File: src/rtl/sys_cmd_pkg.sv
// Shared constants for the host-side UART command initiator: opcodes, command
// types, FSM states and per-type frame shape.
package sys_cmd_pkg;

  localparam logic [7:0] OP_RF_WR   = 8'hAA;
  localparam logic [7:0] OP_RF_RD   = 8'hBB;
  localparam logic [7:0] OP_ALU_OP  = 8'hCC;
  localparam logic [7:0] OP_ALU_NOP = 8'hDD;

  typedef enum logic [1:0] {
    CmdRfWr   = 2'd0,
    CmdRfRd   = 2'd1,
    CmdAluOp  = 2'd2,
    CmdAluNop = 2'd3
  } cmd_type_e;

  typedef enum logic [2:0] {
    StIdle     = 3'd0,
    StSend     = 3'd1,
    StWaitAck  = 3'd2,
    StWaitFree = 3'd3,
    StWaitRsp  = 3'd4
  } state_e;

  function automatic logic [7:0] type_opcode(input cmd_type_e t);
    unique case (t)
      CmdRfWr:   return OP_RF_WR;
      CmdRfRd:   return OP_RF_RD;
      CmdAluOp:  return OP_ALU_OP;
      default:   return OP_ALU_NOP;
    endcase
  endfunction

  // Index of the final byte in the frame (frame length minus one).
  function automatic logic [1:0] frame_last(input cmd_type_e t);
    unique case (t)
      CmdRfWr:   return 2'd2;
      CmdRfRd:   return 2'd1;
      CmdAluOp:  return 2'd3;
      default:   return 2'd1;
    endcase
  endfunction

  function automatic logic rsp_expected(input cmd_type_e t);
    return (t != CmdRfWr);
  endfunction

endpackage

File: src/rtl/sys_cmd_timer.sv
// Response timeout counter: clearable/loadable up-counter that flags when it
// sits on the terminal count.
module sys_cmd_timer #(
  parameter int unsigned TO_WIDTH = 16,
  parameter int unsigned TERMINAL = 49999
) (
  input  logic                CLK,
  input  logic                RST,
  input  logic                i_clr,
  input  logic                i_load,
  input  logic [TO_WIDTH-1:0] i_load_val,
  input  logic                i_inc,
  output logic                o_tc
);

  logic [TO_WIDTH-1:0] r_count;

  always_ff @(posedge CLK or negedge RST) begin
    if (!RST) begin
      r_count <= '0;
    end else if (i_clr) begin
      r_count <= '0;
    end else if (i_load) begin
      r_count <= i_load_val;
    end else if (i_inc) begin
      r_count <= r_count + TO_WIDTH'(1);
    end
  end

  assign o_tc = (r_count == TO_WIDTH'(TERMINAL));

endmodule

File: src/rtl/sys_cmd_host.sv
// Host command initiator: serialises one command into UART transmit bytes and
// collects the single response byte with a cycle timeout.
module sys_cmd_host
  import sys_cmd_pkg::*;
#(
  parameter int unsigned WIDTH          = 8,
  parameter int unsigned ADDRESS_WIDTH  = 4,
  parameter int unsigned FUN_WIDTH      = 4,
  parameter int unsigned TO_WIDTH       = 16,
  parameter int unsigned TIMEOUT_CYCLES = 50000
) (
  input  logic                     CLK,
  input  logic                     RST,
  input  logic                     Cmd_Valid,
  output logic                     Cmd_Ready,
  input  logic [1:0]               Cmd_Type,
  input  logic [ADDRESS_WIDTH-1:0] Cmd_Addr,
  input  logic [WIDTH-1:0]         Cmd_A,
  input  logic [WIDTH-1:0]         Cmd_B,
  input  logic [FUN_WIDTH-1:0]     Cmd_Fun,
  output logic [WIDTH-1:0]         TX_P_DATA,
  output logic                     TX_D_VLD,
  input  logic                     Busy,
  input  logic [WIDTH-1:0]         RX_P_DATA,
  input  logic                     RX_D_VLD,
  output logic [WIDTH-1:0]         Rsp_Data,
  output logic                     Rsp_Valid,
  output logic                     Rsp_Timeout,
  output logic                     Done
);

  state_e                   r_state, w_state_d;
  cmd_type_e                r_type;
  logic [ADDRESS_WIDTH-1:0] r_addr;
  logic [WIDTH-1:0]         r_a, r_b;
  logic [FUN_WIDTH-1:0]     r_fun;
  logic [1:0]               r_idx, w_idx_d;
  logic [WIDTH-1:0]         r_tx_data, r_rsp_data;
  logic [WIDTH-1:0]         w_byte;
  logic                     w_accept, w_tx_vld, w_rsp_vld, w_rsp_to, w_done;
  logic                     w_tmr_clr, w_tmr_inc, w_tc;

  sys_cmd_timer #(
    .TO_WIDTH (TO_WIDTH),
    .TERMINAL (TIMEOUT_CYCLES - 1)
  ) u_timer (
    .CLK        (CLK),
    .RST        (RST),
    .i_clr      (w_tmr_clr),
    .i_load     (1'b0),
    .i_load_val ({TO_WIDTH{1'b0}}),
    .i_inc      (w_tmr_inc),
    .o_tc       (w_tc)
  );

  always_comb begin
    w_byte = '0;
    if (r_idx == 2'd0) begin
      w_byte = WIDTH'(type_opcode(r_type));
    end else begin
      unique case (r_type)
        CmdRfWr:  w_byte = (r_idx == 2'd1) ? WIDTH'(r_addr) : r_a;
        CmdRfRd:  w_byte = WIDTH'(r_addr);
        CmdAluOp: w_byte = (r_idx == 2'd1) ? r_a :
                           (r_idx == 2'd2) ? r_b : WIDTH'(r_fun);
        default:  w_byte = WIDTH'(r_fun);
      endcase
    end
  end

  always_comb begin
    w_state_d = r_state;
    w_idx_d   = r_idx;
    w_accept  = 1'b0;
    w_tx_vld  = 1'b0;
    w_rsp_vld = 1'b0;
    w_rsp_to  = 1'b0;
    w_done    = 1'b0;
    w_tmr_clr = 1'b0;
    w_tmr_inc = 1'b0;
    unique case (r_state)
      StIdle: begin
        if (Cmd_Valid) begin
          w_accept  = 1'b1;
          w_idx_d   = 2'd0;
          w_state_d = StSend;
        end
      end
      StSend: begin
        if (!Busy) begin
          w_tx_vld  = 1'b1;
          w_state_d = StWaitAck;
        end
      end
      StWaitAck: begin
        if (Busy) w_state_d = StWaitFree;
      end
      StWaitFree: begin
        if (!Busy) begin
          if (r_idx != frame_last(r_type)) begin
            w_idx_d   = r_idx + 2'd1;
            w_state_d = StSend;
          end else if (rsp_expected(r_type)) begin
            w_tmr_clr = 1'b1;
            w_state_d = StWaitRsp;
          end else begin
            w_done    = 1'b1;
            w_state_d = StIdle;
          end
        end
      end
      StWaitRsp: begin
        // Data arriving on the terminal-count cycle takes priority over timeout.
        if (RX_D_VLD) begin
          w_rsp_vld = 1'b1;
          w_done    = 1'b1;
          w_state_d = StIdle;
        end else if (w_tc) begin
          w_rsp_to  = 1'b1;
          w_done    = 1'b1;
          w_state_d = StIdle;
        end else begin
          w_tmr_inc = 1'b1;
        end
      end
      default: w_state_d = StIdle;
    endcase
  end

  always_ff @(posedge CLK or negedge RST) begin
    if (!RST) begin
      r_state    <= StIdle;
      r_type     <= CmdRfWr;
      r_addr     <= '0;
      r_a        <= '0;
      r_b        <= '0;
      r_fun      <= '0;
      r_idx      <= '0;
      r_tx_data  <= '0;
      r_rsp_data <= '0;
    end else begin
      r_state <= w_state_d;
      r_idx   <= w_idx_d;
      if (w_accept) begin
        r_type <= cmd_type_e'(Cmd_Type);
        r_addr <= Cmd_Addr;
        r_a    <= Cmd_A;
        r_b    <= Cmd_B;
        r_fun  <= Cmd_Fun;
      end
      if (w_tx_vld)  r_tx_data  <= w_byte;
      if (w_rsp_vld) r_rsp_data <= RX_P_DATA;
    end
  end

  // Byte and response data are visible in the same cycle as their strobes,
  // then held by the registers.
  assign TX_P_DATA   = w_tx_vld ? w_byte : r_tx_data;
  assign TX_D_VLD    = w_tx_vld;
  assign Rsp_Data    = w_rsp_vld ? RX_P_DATA : r_rsp_data;
  assign Rsp_Valid   = w_rsp_vld;
  assign Rsp_Timeout = w_rsp_to;
  assign Done        = w_done;
  assign Cmd_Ready   = (r_state == StIdle);

endmodule

File: config.mk
export PLATFORM = sky130hd
export DESIGN_NAME = sys_cmd_host
export DESIGN_NICKNAME = d
export VERILOG_FILES = /design/src/rtl/sys_cmd_pkg.sv /design/src/rtl/sys_cmd_timer.sv /design/src/rtl/sys_cmd_host.sv
export SDC_FILE = /design/constraint.sdc
export NUM_CORES = 1
export LEC_CHECK = 0
export BUFFER_PORTS_ARGS = -buffer_cell sky130_fd_sc_hd__buf_2
export CORE_ASPECT_RATIO = 1.75
export CORE_UTILIZATION = 55
export CTS_BUF_LIST = sky130_fd_sc_hd__clkbuf_16
export CTS_CLUSTER_SIZE = 28
export DETAILED_ROUTE_END_ITERATION = 8
export PLACE_DENSITY = 0.79
export SLEW_MARGIN = 30
export SYNTH_ARGS = -nofsm -noshare
export SYNTH_HDL_FRONTEND = slang
export SYNTH_SLANG_ARGS = --single-unit
File: constraint.sdc
create_clock -name CLK -period 3.1 [get_ports CLK]
set_clock_uncertainty 0.05 [all_clocks]
set_input_delay 0.62 -clock CLK [delete_from_list [all_inputs] [get_ports CLK]]
set_output_delay 0.62 -clock CLK [all_outputs]
set_load 0.02 [all_outputs]
==> results.txt, run 1 <==
The flow ran to the end, and the final reports show no timing, DRC or antenna violations. The reg-to-reg startpoint is r_state[1]$_DFFE_PN0P_. Across the run, the number of max-cap violations was 0. The number of fill cells in the layout came out at 421.

The number of rows created at floorplan is 36. The initial antenna violation count came to 0. The via count of the first global-routing pass was 2563. The detailed-route DRC error count came out at 0.

The y dimension of the die came out at 102 um. For this design the total switching power over the nets is 1380 uW. The post-CTS clock slew at the launch and capture registers of the worst setup and hold paths is 0.05 ns.

The number of different library cells in the post-synthesis netlist is 51. Leaving out fill and tap cells, the most frequent cells in the layout are sky130_fd_sc_hd__dfrtp_1, sky130_fd_sc_hd__buf_2, sky130_fd_sc_hd__mux2_2. The top flip-flop cell by instance count after synthesis is sky130_fd_sc_hd__dfrtp_1. The sequential group share of total power came out at 0.370. The critical path in this run is classified as reg -> out. The root buffer cell chosen for the clock tree is sky130_fd_sc_hd__clkbuf_16. The area fraction of the dominant cell type after synthesis is 0.502. The share of power burned in the clock network came out at 0.268. The initial core utilization came out at 0.567. The analysis attributes to cell leakage a power of 0.00170 uW. STA classifies the critical path endpoint as an output pin. Counting every sink on the clock net gives 63. After synthesis the cells add up to 3140 um^2.

The fraction of final layout cells with drive strength greater than 1 is 0.350. The overall routed net length came out at 7190 um. The post-route clock period utilization came out at 0.954. The clock period could shrink to 2.96 ns.

Leaving out fill and tap cells, the most frequent cell in the layout is sky130_fd_sc_hd__dfrtp_1. In the final routed layout, each cell accounts on average for 16.7 um. The later pin in the worst-skew pair is clocked with a latency of 0.33 ns.

In this run the worst path has a maximum fanout of 6. The x dimension of the die is 59.1 um. For the pin with the worst max-slew slack, the measured transition is 0.782 ns.

The total count of max-transition violations in the final report was 0. The count of hold-fix buffers inserted at cts is 0. The number of synthesized register bits is 63. The via total after detailed routing came out at 2549. The number of buffers inserted by port buffering is 59. The number of diodes added for antenna fixing is 0.

STA puts the critical path data arrival time at 2.29 ns. The synthesized design spends more area on one cell type than any other, namely sky130_fd_sc_hd__dfrtp_1. The fraction of registers with async set/reset is 1.00. The pin count of the biggest net entering global routing is 64.

The count of nets left with antenna violations once routing finished came out at 0. The sequential fraction of the synthesis area came out at 0.502. STA classifies the critical path startpoint as a register.

Counting every instance in the synthesized netlist gives 289. The total setup buffers inserted after CTS is 0. The share of total power dissipated in combinational logic is 0.361. Across all register-to-register paths, the minimum setup slack is 0.66 ns.

The fraction of power spent switching nets is 0.368. The area growth from synthesis to layout came out at 21.8%. The hold violation count in the final report came out at 0. The internal power came out at 2370 uW.

The remaining global-route overflow is 0. The power density over cell area is 978 nW/um^2. The data required time of the critical path came out at 2.43 ns.

The number of cells on the worst reg-to-reg path is 4. During synthesis, Yosys emitted a total of 0 warnings. The number of nets in the layout is 393. At the end of the flow the core is filled with cells to 0.691.

The headroom to the max-slew limit came out at 0.479. The synthesized net count came out at 333. The post-DP HPWL is 5060 um. The maximum ir drop on the vdd rail is 0.000484 V. Setup repair after global routing left no endpoint under its margin. The wire length of the first global-routing pass is 11600 um. The overall fraction of global-route tracks in use is 0.260.

The H-tree generated during clock tree synthesis spans 3 levels. Yosys attributes the largest share of cell area to sky130_fd_sc_hd__dfrtp_1, sky130_fd_sc_hd__mux2_2, sky130_fd_sc_hd__a21oi_1. TritonCTS built the clock tree.

Each instance of the synthesized netlist takes up on average 10.9 um^2. The worst-case clock buffer depth came out at 2. The number of buffers created by CTS is 9. The number of flops mapped to enable cells by yosys is 0.

The area of the die came out at 6030 um^2. Before antenna repair, the detailed router went through 4 iterations. At the end of routability-driven placement, the weighted congestion stood at 0.941. The number of DRC markers in iteration 0 is 132.

Based on the critical path, the design can be clocked at up to 0.338 GHz. The path type of the worst min-delay path is in -> async. Adding up every negative setup slack in the final design gives 0 ns. The final number of setup-violating endpoints is 0. The total core area is 5540 um^2. In this run the critical register-to-register path is captured at u_timer.r_count[15]$_DFFE_PN0P_. After detailed routing, the number of vias per cell comes to 5.93. 60 I/O pins were placed.
==> power groups by stage <==
stage               logic (uW)  clock network, uW  registers (uW)
floorplan                 1050                  0            1260
global placement          1280                  0            1380
detailed placement        1320                  0            1390
CTS                       1340               1010            1380
global route              1480               1050            1430
finish                    1350               1000            1390
==> Yosys cell counts (all sizes together) (2+ instances only) <==
| cell | n |
|---|---|
| inv | 10 |
| nand2b | 2 |
| o21ai | 13 |
| nor4 | 3 |
| a221oi | 3 |
| nand3b | 3 |
| nand4 | 5 |
| buf | 6 |
| o21a | 2 |
| o2111ai | 2 |
| nor2 | 20 |
| o31ai | 2 |
| xor2 | 4 |
| or4 | 5 |
| and3 | 3 |
| a221o | 2 |
| xnor2 | 7 |
| nor3 | 4 |
| clkinv | 2 |
| o22ai | 2 |
| nor4bb | 3 |
| mux2 | 35 |
| a31oi | 2 |
| dfrtp | 63 |
| nor4b | 2 |
| a21oi | 15 |
| ha | 5 |
| clkbuf | 11 |
| nor3b | 2 |
| a22oi | 2 |
| a211o | 3 |
| and2 | 2 |
| a22o | 2 |
| nand2 | 9 |
| nand3 | 9 |
| o211ai | 5 |
| or3 | 8 |
==> layout make-up <==
cell class	instances	area (um^2)	area share
clock buffers	9	225	0.0588
inverters	12	45.0	0.0118
clock inverters	7	72.6	0.0190
well taps	76	95.1	0.0248
repair buffers	66	348	0.0908
flip-flops and latches	63	1580	0.412
multi-input cells	197	1470	0.383
==> through the flow <==
| stage | setup WS, ns | hold slack [ns] | instance area (um^2) | cells | power [uW] |
|---|---|---|---|---|---|
| 4_1_cts | 0.0279 | 0.439 | 3810 | 430 | 3730 |
| 3_5_place_dp | 0.303 | 0.431 | 3510 | 414 | 2710 |
| 3_3_place_gp | 0.416 | 0.426 | 3510 | 414 | 2660 |
| 6_report | 0.142 | 0.399 | 3830 | 430 | 3740 |
| 5_1_grt | 0.0178 | 0.467 | 3830 | 430 | 3960 |
| 2_1_floorplan | 0.0700 | 0.274 | 3140 | 289 | 2310 |
==> repair_timing <==
action / CTS / global route
endpoints found under the hold margin: 0 / 0
gates resized for setup: 1 / 3
cloned: 0 / 0
setup endpoints to repair: 5 / 7
==> cell families after synthesis <==
logic type | Yosys count | synth area share
AOI/OAI and AO/OA | 60 | 0.127
adders and majority gates | 5 | 0.0199
xor gates and xnor gates | 11 | 0.0307
and+or+nand+nor | 85 | 0.155
buffers and inverters | 29 | 0.0374
muxes | 36 | 0.129
DFF | 63 | 0.502
==> critical path, stage by stage (launching register included) <==
cell and delay, ns:
sky130_fd_sc_hd__dfrtp_1 0.46, sky130_fd_sc_hd__inv_1 0.17, sky130_fd_sc_hd__ha_1 0.31, sky130_fd_sc_hd__mux2_2 0.37, sky130_fd_sc_hd__nand3_1 0.09, sky130_fd_sc_hd__o2111ai_1 0.15, sky130_fd_sc_hd__a22o_1 0.24, sky130_fd_sc_hd__buf_2 0.16
==> sequential cells by signal, indices dropped and copies added (netlist names) <==
register / cells
r_idx: 2
r_rsp_data: 8
r_fun: 4
u_timer.r_count: 16
r_addr: 4
r_type: 2
r_tx_data: 8
r_b: 8
r_a: 8
r_state: 3
==> layer usage <==
metal	part of all wire	wire, um	track usage
met2	0.56	4000	0.469
met5	0	0	0
met1	0.37	2680	0.270
met3	0.042	301	0.0658
met4	0.028	203	0.136
==> worst max-delay path by stage <==
stage                              start            to  slack (ns)  cells past startpoint
detailed placement  r_idx[1]$_DFFE_PN0P_  TX_P_DATA[0]        0.30                      7
finish              r_idx[0]$_DFFE_PN0P_  TX_P_DATA[1]        0.14                      7
global placement    r_idx[1]$_DFFE_PN0P_  TX_P_DATA[5]        0.42                      7
global route        r_idx[0]$_DFFE_PN0P_  TX_P_DATA[1]        0.02                      7
CTS                 r_idx[1]$_DFFE_PN0P_  TX_P_DATA[5]        0.03                      7
floorplan                           Busy  TX_P_DATA[0]        0.07                      6
Power figures use the tool's default switching activity.
==> run 2: changes to the inputs <==
--- a/config.mk
+++ b/config.mk
@@ -7,11 +7,11 @@
 export LEC_CHECK = 0
 export BUFFER_PORTS_ARGS = -buffer_cell sky130_fd_sc_hd__buf_2
 export CORE_ASPECT_RATIO = 1.75
-export CORE_UTILIZATION = 55
+export CORE_UTILIZATION = 50
 export CTS_BUF_LIST = sky130_fd_sc_hd__clkbuf_16
 export CTS_CLUSTER_SIZE = 28
 export DETAILED_ROUTE_END_ITERATION = 8
-export PLACE_DENSITY = 0.79
+export PLACE_DENSITY = 0.76
 export SLEW_MARGIN = 30
 export SYNTH_ARGS = -nofsm -noshare
 export SYNTH_HDL_FRONTEND = slang
==> constraint.sdc (replaced) <==
create_clock -name CLK -period 2.5 [get_ports CLK]
set_clock_uncertainty 0.05 [all_clocks]
set_input_delay 0.5 -clock CLK [delete_from_list [all_inputs] [get_ports CLK]]
set_output_delay 0.5 -clock CLK [all_outputs]
set_load 0.02 [all_outputs]
==> results.txt, run 2 (synthesized netlist as in run 1, its figures left out) <==
The area used by sequential logic in the layout is 1580 um^2 (+0.24%). The minimum hold slack came out at 0.159 ns (-0.240 ns). Leaving out fill and tap cells, the most frequent cell in the layout is sky130_fd_sc_hd__dfrtp_1. The startpoint identified for the worst register-to-register timing path is r_state[2]$_DFFE_PN0P_.

In this run the critical register-to-register path is captured at u_timer.r_count[15]$_DFFE_PN0P_. The number of top-level pins came out at 60 (unchanged). The number of buffers created by CTS came out at 9 (unchanged). The mean number of vias per cell is 5.89 (-0.63%). The initial core utilization was 0.526 (-0.0410).

The count of hold-fix buffers inserted at cts is 0 (unchanged). The final critical delay including setup and external delays came out at 2.67 ns. More flip-flops sit in one register than any other, and that register is u_timer.r_count. The TritonCTS clock tree is done.

The pin slew with the least headroom to its limit is 0.670 ns (-0.112 ns). The number of detailed-routing iterations run before antenna repair was 4 (unchanged). The largest driver fanout on the critical path is 4 (-2). The checks that failed: setup timing. The sum of negative setup slack came to -0.288 ns (-0.288 ns).

The maximum ir drop on the vdd rail came to 0.000671 V (+39%). The setup path with the least slack is of type reg -> out. The data required time of the critical path came out at 1.95 ns (-0.48 ns). The remaining global-route overflow was 0 (unchanged).

The register-to-register path setup slack came out at 0.15 ns (-0.51 ns). In the layout the commonest cells are sky130_fd_sc_hd__dfrtp_1, sky130_fd_sc_hd__buf_2, sky130_fd_sc_hd__mux2_2. The average wire per standard cell is 18.4 um (+10%). The total count of max-transition violations in the final report came to 0 (unchanged). The cell count after placement came out at 428 (+3.4%).

The flip-flop count of the largest register after layout is 16 (unchanged). The initial antenna violation count is 1 (+1). The number of non-filler instances in the completed layout came out at 456 (+6.0%). The headroom to the max-slew limit came out at 0.553 (+0.0746).

The fraction of final layout cells with drive strength greater than 1 came out at 0.464 (+0.114). The leakage dissipation was 0.00185 uW (+8.8%). The fraction of power spent switching nets was 0.375 (+0.00655). The via total after detailed routing came to 2686 (+5.4%).

The path type of the worst min-delay path is in -> async. Dividing the final minimum period by the clock period gives 1.07. The overall fraction of global-route tracks in use is 0.261 (+0.000785). The internal power came to 3340 uW (+41%).

The number of H-tree branching levels is 3 (unchanged). The post-layout worst setup margin came out at -0.166 ns (-0.308 ns). In this run the worst setup path begins at r_idx[1]$_DFFE_PN0P_. The net switching power of the design was 2000 uW (+45%).

The number of DRC markers in iteration 0 was 195 (+48%). The overall routed net length is 8410 um (+17%). In this run the worst setup path terminates at TX_P_DATA[1]. The wire length of the first global-routing pass was 12400 um (+7.0%). The multi-input logic area is 1640 um^2 (+12%). The share of power burned in the clock network came out at 0.219 (-0.049). The pin count of the biggest net entering global routing is 32 (-50%).

The number of fill cells in the layout came to 406 (-3.6%). The area growth from synthesis to layout is 34.8%. The post-DP HPWL is 5420 um (+6.9%). The maximum clock rate came out at 0.375 GHz. The post-CTS clock slew at the launch and capture registers of the worst setup and hold paths is 0.05 ns (about the same).

The worst-case clock buffer depth was 2 (unchanged). The y dimension of the die is 107 um (+4.8%). The number of clock sinks seen by CTS is 63 (unchanged). The hold violation count in the final report is 0 (unchanged). The final number of setup-violating endpoints is 5 (+5). The global placer's final weighted congestion was 0.897 (-4.7%). The remaining antenna violation count is 0 (unchanged). The detailed-route DRC error count is 0 (unchanged). STA classifies the critical path startpoint as a register. The arrival time of the worst setup path came out at 2.12 ns (-0.17 ns). The total core area is 5970 um^2 (+7.8%). The clock insertion delay at the later pin of the skew report is 0.32 ns (about the same).

The x dimension of the die came to 61.9 um (+4.7%). The number of nets in the layout is 417 (+6.1%). The number of rows created at floorplan is 37 (+2.8%). Setup repair after global routing could not meet its margin everywhere. The power density over cell area is 1260 nW/um^2 (+29%). STA classifies the critical path endpoint as an output pin. The area of the die came out at 6620 um^2 (+9.7%). The post-placement worst setup slack is 0.0312 ns (-0.271 ns).

The proportion of power drawn by combinational gates came out at 0.459 (+0.098). The post-placement cell area is 3630 um^2 (+3.3%). The number of violations of the max-capacitance limit is 0 (unchanged). The via count of the first global-routing pass is 2671 (+4.2%).

The flow ran to the end, but the final reports show violations. The design area came out at 4240 um^2 (+11%). The sequential group share of total power came out at 0.323 (-0.047). The number of cells on the worst reg-to-reg path is 4 (unchanged).

The buffer type at the clock tree root is sky130_fd_sc_hd__clkbuf_16. The number of buffers inserted by port buffering came out at 59 (unchanged).
-- run 2: power groups by stage --
| stage | Clock, uW | Sequential (uW) | Combinational, uW |
|---|---|---|---|
| final | 1170 | 1720 | 2450 |
| after CTS | 1180 | 1690 | 2040 |
| after floorplan | 0 | 1570 | 1350 |
| after global routing | 1230 | 1760 | 2610 |
| after global placement | 0 | 1660 | 1780 |
| after detailed placement | 0 | 1680 | 1840 |
-- run 2: how the worst min path moves through the flow --
stage                                  from  slack, ns                 endpoint  cells past startpoint
global placement     r_tx_data[7]$_DFF_PN0_       0.42   r_tx_data[7]$_DFF_PN0_                      2
CTS                                     RST       0.16       r_b[4]$_DFFE_PN0P_                      1
detailed placement  r_rsp_data[2]$_DFF_PN0_       0.43  r_rsp_data[2]$_DFF_PN0_                      1
floorplan                               RST       0.15       r_a[0]$_DFFE_PN0P_                      0
finish                                  RST       0.16    r_addr[1]$_DFFE_PN0P_                      1
global route                            RST       0.21    r_addr[1]$_DFFE_PN0P_                      1
-- run 2: timing repair --
item	4_1_cts	5_1_grt
endpoints found under the setup margin	17	17
gates cloned	0	1
setup buffers	4	7
pin swaps	3	13
gates resized for setup	26	39
-- run 2: per-layer routing --
metal  track usage  up-vias  routed length (um)
met1         0.260     1328                2960
met4         0.152        0                 167
met3        0.0724       24                 336
met2         0.455      104                4950
met5             0        -                   0
li1              -     1230                   -
-- run 2: through the flow --
stage | utilization | power [uW]
global route | 0.709 | 5590
detailed placement | 0.608 | 3520
finish | 0.709 | 5340
global placement | 0.608 | 3440
CTS | 0.675 | 4910
floorplan | - | 2910
-- run 2: cell type report --
cell class / count / area share
inverter: 12 / 0.0133
multi-input combinational: 197 / 0.387
tap: 78 / 0.0230
antenna: 1 / 0.000591
timing repair buffer: 90 / 0.137
sequential: 63 / 0.373
clock inverter: 6 / 0.0127
clock buffer: 9 / 0.0532
-- run 2: critical path: stages, from the launching register on --
cell	delay, ns
sky130_fd_sc_hd__dfrtp_1	0.39
sky130_fd_sc_hd__inv_2	0.09
sky130_fd_sc_hd__ha_4	0.18
sky130_fd_sc_hd__nor2_4	0.06
sky130_fd_sc_hd__buf_6	0.13
sky130_fd_sc_hd__o211ai_1	0.29
sky130_fd_sc_hd__o2111ai_4	0.22
sky130_fd_sc_hd__a22o_1	0.28
sky130_fd_sc_hd__buf_6	0.14
==> run 3: changes to the inputs <==
--- a/config.mk
+++ b/config.mk
@@ -12,6 +12,7 @@
 export CTS_CLUSTER_SIZE = 28
 export DETAILED_ROUTE_END_ITERATION = 8
 export PLACE_DENSITY = 0.76
+export SKIP_CTS_REPAIR_TIMING = 1
 export SLEW_MARGIN = 30
 export SYNTH_ARGS = -nofsm -noshare
 export SYNTH_HDL_FRONTEND = slang
==> results.txt, run 3 (synthesized netlist as in run 1, its figures left out) <==
The flip-flop count of the largest register after layout came out at 16 (unchanged). The power density over cell area came to 1240 nW/um^2 (-1.9%). The area used by sequential logic in the layout is 1580 um^2 (unchanged). The sum of negative setup slack is -0.434 ns (-0.146 ns).

The number of H-tree branching levels is 3 (unchanged). The final critical delay including setup and external delays was 2.67 ns (-0.000546 ns). The pin count of the biggest net entering global routing is 32 (unchanged). The maximum ir drop on the vdd rail is 0.000728 V (+8.6%). The largest driver fanout on the critical path is 5 (+1). The number of clock sinks seen by CTS came out at 63 (unchanged). The number of buffers created by CTS is 9 (unchanged).

The pin slew with the least headroom to its limit is 0.661 ns (-0.00894 ns). The x dimension of the die is 61.9 um (unchanged). The detailed-route DRC error count was 0 (unchanged). The number of nets in the layout was 413 (-0.96%).

The average wire per standard cell is 18.2 um (-1.6%). The number of non-filler instances in the completed layout is 452 (-0.88%). More flip-flops sit in one register than any other, and that register is u_timer.r_count. The post-route clock period utilization is 1.07 (about the same). The number of buffers inserted by port buffering was 59 (unchanged). The design area came out at 4160 um^2 (-1.7%). The flow ran to the end, but the final reports show violations. TritonCTS built the clock tree.

The post-placement cell area is 3630 um^2 (unchanged). The sort of element at the end of the critical path is an output pin. The overall fraction of global-route tracks in use came out at 0.251 (-0.00970). The root buffer cell chosen for the clock tree is sky130_fd_sc_hd__clkbuf_16.

The post-CTS clock slew at the launch and capture registers of the worst setup and hold paths is 0.05 ns (about the same). The global placer's final weighted congestion is 0.897 (unchanged). In the layout the commonest cells are sky130_fd_sc_hd__dfrtp_1, sky130_fd_sc_hd__buf_2, sky130_fd_sc_hd__mux2_2.

The cell count after placement came to 428 (unchanged). Setup repair after global routing could not meet its margin everywhere. The arrival time of the worst setup path came to 2.12 ns (about the same). The maximum clock rate came out at 0.375 GHz (about the same). The remaining antenna violation count is 0 (unchanged).

The initial core utilization is 0.526 (unchanged). The final core area utilization came out at 0.697 (-0.0124). The final number of setup-violating endpoints is 5 (unchanged). The remaining global-route overflow is 0 (unchanged). The hold violation count in the final report came to 0 (unchanged). The data required time of the critical path came out at 1.95 ns (about the same).

The number of DRC markers in iteration 0 came out at 171 (-12%). The clock insertion delay at the later pin of the skew report was 0.33 ns (about the same). The mean number of vias per cell is 5.83 (-1.0%). The number of fill cells in the layout is 420 (+3.4%). The fraction of final layout cells with drive strength greater than 1 came out at 0.448 (-0.0165).

The checks that failed: setup timing. The number of top-level pins is 60 (unchanged). The total core area is 5970 um^2 (unchanged). The number of cells on the worst reg-to-reg path is 5 (+1). The via count of the first global-routing pass came out at 2672 (+0.037%). The post-DP HPWL is 5420 um (unchanged). The overall routed net length came out at 8210 um (-2.4%). The headroom to the max-slew limit is 0.559 (+0.00596). The number of detailed-routing iterations run before antenna repair is 4 (unchanged). The total count of max-transition violations in the final report is 0 (unchanged). The area of the die is 6620 um^2 (unchanged).

The library cell used most frequently in the layout, excluding fill and tap cells, is sky130_fd_sc_hd__dfrtp_1. The post-layout worst setup margin came out at -0.166 ns (+0.000546 ns). The worst-case clock buffer depth is 2 (unchanged). The number of rows created at floorplan was 37 (unchanged). The y dimension of the die is 107 um (unchanged). The initial antenna violation count is 1 (unchanged). The number of violations of the max-capacitance limit is 0 (unchanged). The category of the most critical setup path is reg -> out.

The leakage dissipation is 0.00182 uW (-1.3%). The wire length of the first global-routing pass is 12000 um (-3.3%). The via total after detailed routing came out at 2635 (-1.9%). The path type of the worst min-delay path is in -> async.

The worst setup path is launched from a register. The multi-input logic area came to 1610 um^2 (-1.8%). The area growth from synthesis to layout is 32.4%.
==> run 3: stage by stage <==
stage | total power, uW | setup WS (ns) | hold slack, ns
2_1_floorplan | 2910 | 0.00635 | 0.154
3_3_place_gp | 3440 | 0.0920 | 0.422
3_5_place_dp | 3520 | 0.0312 | 0.433
4_1_cts | 4710 | -0.355 | 0.160
5_1_grt | 5410 | -0.258 | 0.209
6_report | 5150 | -0.166 | 0.156
==> run 3: cell type report <==
class / instances / share of cell area
Timing Repair Buffer: 86 / 0.130
Clock inverter: 6 / 0.0129
Inverter: 12 / 0.0120
Clock buffer: 9 / 0.0541
Sequential cell: 63 / 0.380
Tap cell: 78 / 0.0235
Multi-Input combinational cell: 197 / 0.387
Antenna cell: 1 / 0.000601
==> run 3: worst max-delay path, stage by stage, from the launching register on <==
cell and delay (ns):
sky130_fd_sc_hd__dfrtp_1 0.39, sky130_fd_sc_hd__inv_2 0.11, sky130_fd_sc_hd__ha_4 0.18, sky130_fd_sc_hd__nor2_4 0.06, sky130_fd_sc_hd__buf_6 0.15, sky130_fd_sc_hd__a211oi_2 0.37, sky130_fd_sc_hd__o2111ai_2 0.21, sky130_fd_sc_hd__o21a_1 0.17
sky130_fd_sc_hd__buf_6 0.13
==> run 3: power breakdown <==
group / internal [uW] / switching, uW
registers: 1410 / 300
logic: 1080 / 1200
clock network: 751 / 414
total: 3230 / 1910
==> run 3: path summary, 6_finish.rpt <==
kind / to / from / slack, ns
max: TX_P_DATA[3] / r_idx[1]$_DFFE_PN0P_ / -0.17
min: r_fun[3]$_DFFE_PN0P_ / RST / 0.16
max reg2reg: u_timer.r_count[15]$_DFFE_PN0P_ / r_state[0]$_DFFE_PN0P_ / 0.07
min reg2reg: r_tx_data[7]$_DFF_PN0_ / r_tx_data[7]$_DFF_PN0_ / 0.44
max in group asynchronous: r_b[2]$_DFFE_PN0P_ / RST / 1.49
min in group CLK: r_type[0]$_DFFE_PN0P_ / Cmd_Type[0] / 0.34
==> run 3: metal layers <==
layer  routed length [um]  GRT usage  vias up  share of wire
li1                     -          -     1231              -
met2                 4710      0.442       73           0.57
met5                    0          0        -              0
met3                  261     0.0688       20          0.032
met1                 3000      0.238     1311           0.37
met4                  237      0.163        0          0.029
